**src/rtl/serial_add_subtractor.sv**
```systemverilog
`default_nettype none
// ============================================================================
//  Module   : serial_add_subtractor
//  Brief    : Multi-cycle add/subtract unit, CHUNK bits per clock, LSB first,
//             with carry/borrow out, signed overflow and start/ready/done.
//  Revision : 1.0  initial release
// ============================================================================
module serial_add_subtractor #(
   parameter int WIDTH = 32,
   parameter int CHUNK = 4
) (
   input  logic             clk,
   input  logic             rst,
   input  logic             start,
   input  logic             sub,
   input  logic [WIDTH-1:0] A,
   input  logic [WIDTH-1:0] B,
   output logic             ready,
   output logic             done,
   output logic [WIDTH-1:0] result,
   output logic             cout,
   output logic             ovf
);

   localparam int            NCYC = WIDTH / CHUNK;
   localparam int            CW   = (NCYC > 1) ? $clog2(NCYC) : 1;
   localparam logic [CW-1:0] LAST = CW'(NCYC - 1);

   generate
      if (CHUNK < 1 || CHUNK > WIDTH || (WIDTH % CHUNK) != 0) begin : g_bad_chunk
         $error("serial_add_subtractor: CHUNK must divide WIDTH exactly");
      end
   endgenerate

   typedef enum logic [1:0] {
      IDLE = 2'd0,
      RUN  = 2'd1,
      DONE = 2'd2
   } state_t;

   state_t           r_state;
   state_t           w_next;
   logic [WIDTH-1:0] r_a;
   logic [WIDTH-1:0] r_b;
   logic [WIDTH-1:0] r_acc;
   logic [WIDTH-1:0] r_result;
   logic             r_sub;
   logic             r_cy;
   logic             r_cout;
   logic             r_ovf;
   logic [CW-1:0]    r_cnt;

   logic [CHUNK-1:0] w_ca;
   logic [CHUNK-1:0] w_cb;
   logic [CHUNK-1:0] w_sum;
   logic [CHUNK:0]   w_c;
   logic [WIDTH-1:0] w_full;
   logic             w_last;
   logic             w_ovf;

   assign w_ca   = r_a[r_cnt*CHUNK +: CHUNK];
   assign w_cb   = r_b[r_cnt*CHUNK +: CHUNK];
   assign w_last = (r_cnt == LAST);

   // One ripple chain serves both modes; only the carry/borrow term differs.
   always_comb begin
      w_c    = '0;
      w_sum  = '0;
      w_c[0] = r_cy;
      for (int i = 0; i < CHUNK; i++) begin
         w_sum[i] = w_ca[i] ^ w_cb[i] ^ w_c[i];
         if (r_sub)
            w_c[i+1] = (~w_ca[i] & w_cb[i]) | (~(w_ca[i] ^ w_cb[i]) & w_c[i]);
         else
            w_c[i+1] = (w_ca[i] & w_cb[i]) | ((w_ca[i] ^ w_cb[i]) & w_c[i]);
      end
   end

   always_comb begin
      w_full = r_acc;
      w_full[(NCYC-1)*CHUNK +: CHUNK] = w_sum;
   end

   assign w_ovf = r_sub ? ((r_a[WIDTH-1] != r_b[WIDTH-1]) && (w_sum[CHUNK-1] != r_a[WIDTH-1]))
                        : ((r_a[WIDTH-1] == r_b[WIDTH-1]) && (w_sum[CHUNK-1] != r_a[WIDTH-1]));

   always_comb begin
      w_next = r_state;
      ready  = 1'b0;
      done   = 1'b0;
      case (r_state)
         IDLE: begin
            ready = 1'b1;
            if (start) w_next = RUN;
         end
         RUN: begin
            if (w_last) w_next = DONE;
         end
         DONE: begin
            done   = 1'b1;
            w_next = IDLE;
         end
         default: w_next = IDLE;
      endcase
   end

   always_ff @(posedge clk or posedge rst) begin
      if (rst) begin
         r_state  <= IDLE;
         r_a      <= '0;
         r_b      <= '0;
         r_acc    <= '0;
         r_result <= '0;
         r_sub    <= 1'b0;
         r_cy     <= 1'b0;
         r_cout   <= 1'b0;
         r_ovf    <= 1'b0;
         r_cnt    <= '0;
      end else begin
         r_state <= w_next;
         case (r_state)
            IDLE: begin
               if (start) begin
                  r_a   <= A;
                  r_b   <= B;
                  r_sub <= sub;
                  r_cnt <= '0;
                  r_cy  <= 1'b0;
               end
            end
            RUN: begin
               r_acc[r_cnt*CHUNK +: CHUNK] <= w_sum;
               r_cy <= w_c[CHUNK];
               if (!w_last) begin
                  r_cnt <= r_cnt + 1'b1;
               end else begin
                  // Visible outputs only move here, so they hold through the next op.
                  r_result <= w_full;
                  r_cout   <= w_c[CHUNK];
                  r_ovf    <= w_ovf;
               end
            end
            default: ;
         endcase
      end
   end

   assign result = r_result;
   assign cout   = r_cout;
   assign ovf    = r_ovf;

endmodule
`default_nettype wire

```
**config.mk**
```make
export PLATFORM = sky130hd
export DESIGN_NAME = serial_add_subtractor
export DESIGN_NICKNAME = d
export VERILOG_FILES = /design/src/rtl/serial_add_subtractor.sv
export SDC_FILE = /design/constraint.sdc
export NUM_CORES = 1
export LEC_CHECK = 0
export CAP_MARGIN = 0
export CORE_MARGIN = 5
export CORE_UTILIZATION = 48
export CTS_BUF_LIST = sky130_fd_sc_hd__clkbuf_8 sky130_fd_sc_hd__clkbuf_16
export CTS_CLUSTER_DIAMETER = 100
export DETAILED_ROUTE_END_ITERATION = 16
export PLACE_DENSITY = 0.88
export SKIP_CTS_REPAIR_TIMING = 1
export SYNTH_ARGS = -nofsm -noshare
export SYNTH_HDL_FRONTEND = slang
export SYNTH_SLANG_ARGS = --single-unit
export TNS_END_PERCENT = 10
```
**constraint.sdc**
```tcl
create_clock -name clk -period 4.33 [get_ports clk]
set_clock_uncertainty 0.2 [all_clocks]
set_input_delay 0.866 -clock clk [delete_from_list [all_inputs] [get_ports clk]]
set_output_delay 0.866 -clock clk [all_outputs]
set_load 0.005 [all_outputs]
```
==> metrics.txt <==
initial antenna violation count 0; Yosys Warn Count 0; MaxCap Viol Count 0; dpl ws 0.2094 ns; gpl congestion 0.8705; DIE AREA 14,820 um2; CP endpoint kind register; starting density of the core 49.47%; FILL cells 884; WP data arrival 4.22 ns; final worst slack 0.2421 ns; global-route wire length before repair 21.36 mm; post-synth top area share 55.54%; Synth async-reset ratio 100.0%; minimum clock period 4.088 ns; drt total wl 13.02 mm; worst-margin pin slew 0.7403 ns; Main synth FF type dfrtp_1; die height 121.7 um; post-DR vias/cell 5.202; Slew headroom 50.54%; synth unique cells 36; die width 121.7 um; VDD IR-drop max 0.4491 mV; CTS tree built; pwr dens 886.0 nW/um2; CP required 4.46 ns; syn nets 509; drt first-iter violations 207; top cells by area, synth dfrtp_1, mux2_2, mux2i_1; nets@finish 621; port bufs 103; synthesized area 5992 um2; total power 6.950 mW; Worst-Skew Late Latency 0.42 ns; number of global-route vias before repair 4,131; #FFs+latches synth 133; post-synth top area cell dfrtp_1; worst-path maximum fanout 10; Core Area 12,110 um2; EDFF count, synth 0; Setup CP Type register to register; cts bufs inserted 17; grt total ovfl 0; Remaining DRCs 0; final worst path period share 94.41%; Synth Instances 429; sequential fraction of the synthesis area 55.54%; syn_area_per_cell 13.97 um2; Hold WS 0.2751 ns; vias 3,756; Avg WL per Cell 18.03 um; layout cells sized above 1 29.06%; # diodes 0; CTS Root Cell clkbuf_16; Sink Count 133; Slew Limit Fails 0; I/O pins 104; startpoint types register; fmax 0.2446 GHz; Layout area overhead 30.90%; Final Hold Vio Count 0; DP HPWL 9.638 mm; total track usage 18.80%; status finished, final reports clean; Cell Rows 40; Leak 3.394 nW; Final setup viols 0; RSZ-0062 raised after global routing no; clock-pin transition on the worst setup and hold timing paths 0.06 ns; HP Class register to register; Post-DRT Antenna Nets 0; H-tree depth 4; pin count of the biggest net entering global routing 56; Max Root-Sink Buffers 2; drt first pass iters 4
power breakdown:
group	switching, mW	internal [mW]	leakage (nW)
clock	0.554	0.926	0.291
combinational	1.60	1.64	1.47
sequential	0.384	1.85	1.63
total	2.54	4.41	3.39
through the flow:
step / instances / area, um2 / utilization [%] / setup TNS [ns]
after floorplan: 429 / 5996 / - / -0.03575
after global placement: 690 / 7217 / 59.59 / 0
after detailed placement: 690 / 7217 / 59.59 / 0
after CTS: 722 / 7833 / 64.67 / 0
after global routing: 722 / 7844 / 64.76 / 0
final: 722 / 7844 / 64.76 / 0
final timing paths:
kind                             from  slack (ns)  cells after the start         end
max in group asynchronous         rst        2.21                      3  result[21]
min                        result[10]        0.28                      2  result[10]
max reg2reg                  r_cnt[2]        0.24                     13         ovf
min in group asynchronous         rst        0.73                      2      r_a[9]
max                          r_cnt[2]        0.24                     13         ovf
min reg2reg                result[10]        0.28                      2  result[10]
kinds of logic after synthesis:
family / Yosys count / synth area share (%)
xor gates and xnor gates: 1 / 0.1462
AOI/OAI and AO/OA: 39 / 4.302
buffers and inverters: 43 / 3.383
and+or+nand+nor: 62 / 5.847
adders and majority gates: 12 / 3.508
DFF: 133 / 55.54
muxes: 139 / 27.27
routing by layer:
layer	vias up	global-route usage [%]	wire length (um)
li1	1740	-	-
met3	20	5.014	670
met2	115	31.95	6763
met1	1881	23.07	5326
met4	0	7.003	261
met5	-	0	0
cells in the final DEF (no fill, tap or decap), types with 5 or more instances in the layout:
| master | Yosys | final |
|---|---|---|
| dfrtp_1 | 133 | 132 |
| clkdlybuf4s50_1 | 0 | 103 |
| mux2_2 | 98 | 98 |
| mux2i_1 | 29 | 29 |
| nand2_1 | 28 | 28 |
| inv_1 | 20 | 20 |
| o21ai_0 | 20 | 20 |
| clkbuf_16 | 0 | 17 |
| nor2_1 | 11 | 11 |
| buf_4 | 9 | 10 |
| mux4_2 | 8 | 8 |
| fa_1 | 8 | 8 |
| nor2b_1 | 6 | 6 |
| a22o_1 | 5 | 5 |
| clkinvlp_4 | 0 | 5 |
layout make-up:
class	instances	area (um2)	share of cell area, %
well taps	168	210.2	2.680
clock inverters	14	176.4	2.249
repair buffers	115	1137	14.50
inverters	21	82.58	1.053
multi-input cells	253	2469	31.47
flip-flops and latches	133	3329	42.45
clock buffers	18	439.2	5.599
Yosys cell counts, types with 5 or more instances:
master and n:
a22o_1 5, buf_2 6, buf_4 9, clkbuf_1 6, dfrtp_1 133, fa_1 8
inv_1 20, mux2_2 98, mux2i_1 29, mux4_2 8, nand2_1 28, nor2_1 11
nor2b_1 6, o21ai_0 20
state kept, by name (all words and copies together), names as in the netlist:
register,cells
r_b,32
r_a,32
cout,1
r_acc,28
ovf,1
r_cy,1
r_state,2
r_sub,1
r_cnt,3
result,32
critical path, stage by stage (launching register included):
cell	delay (ns)
dfrtp_1	0.54
buf_4	0.25
mux4_2	0.21
nand2_1	0.05
nand2_1	0.12
fa_1	0.18
mux2i_1	0.12
fa_1	0.40
mux2_2	0.31
fa_1	0.37
mux2i_1	0.26
fa_1	0.48
or3_1	0.35
a31oi_1	0.16
(Power assumes the default switching activity.)
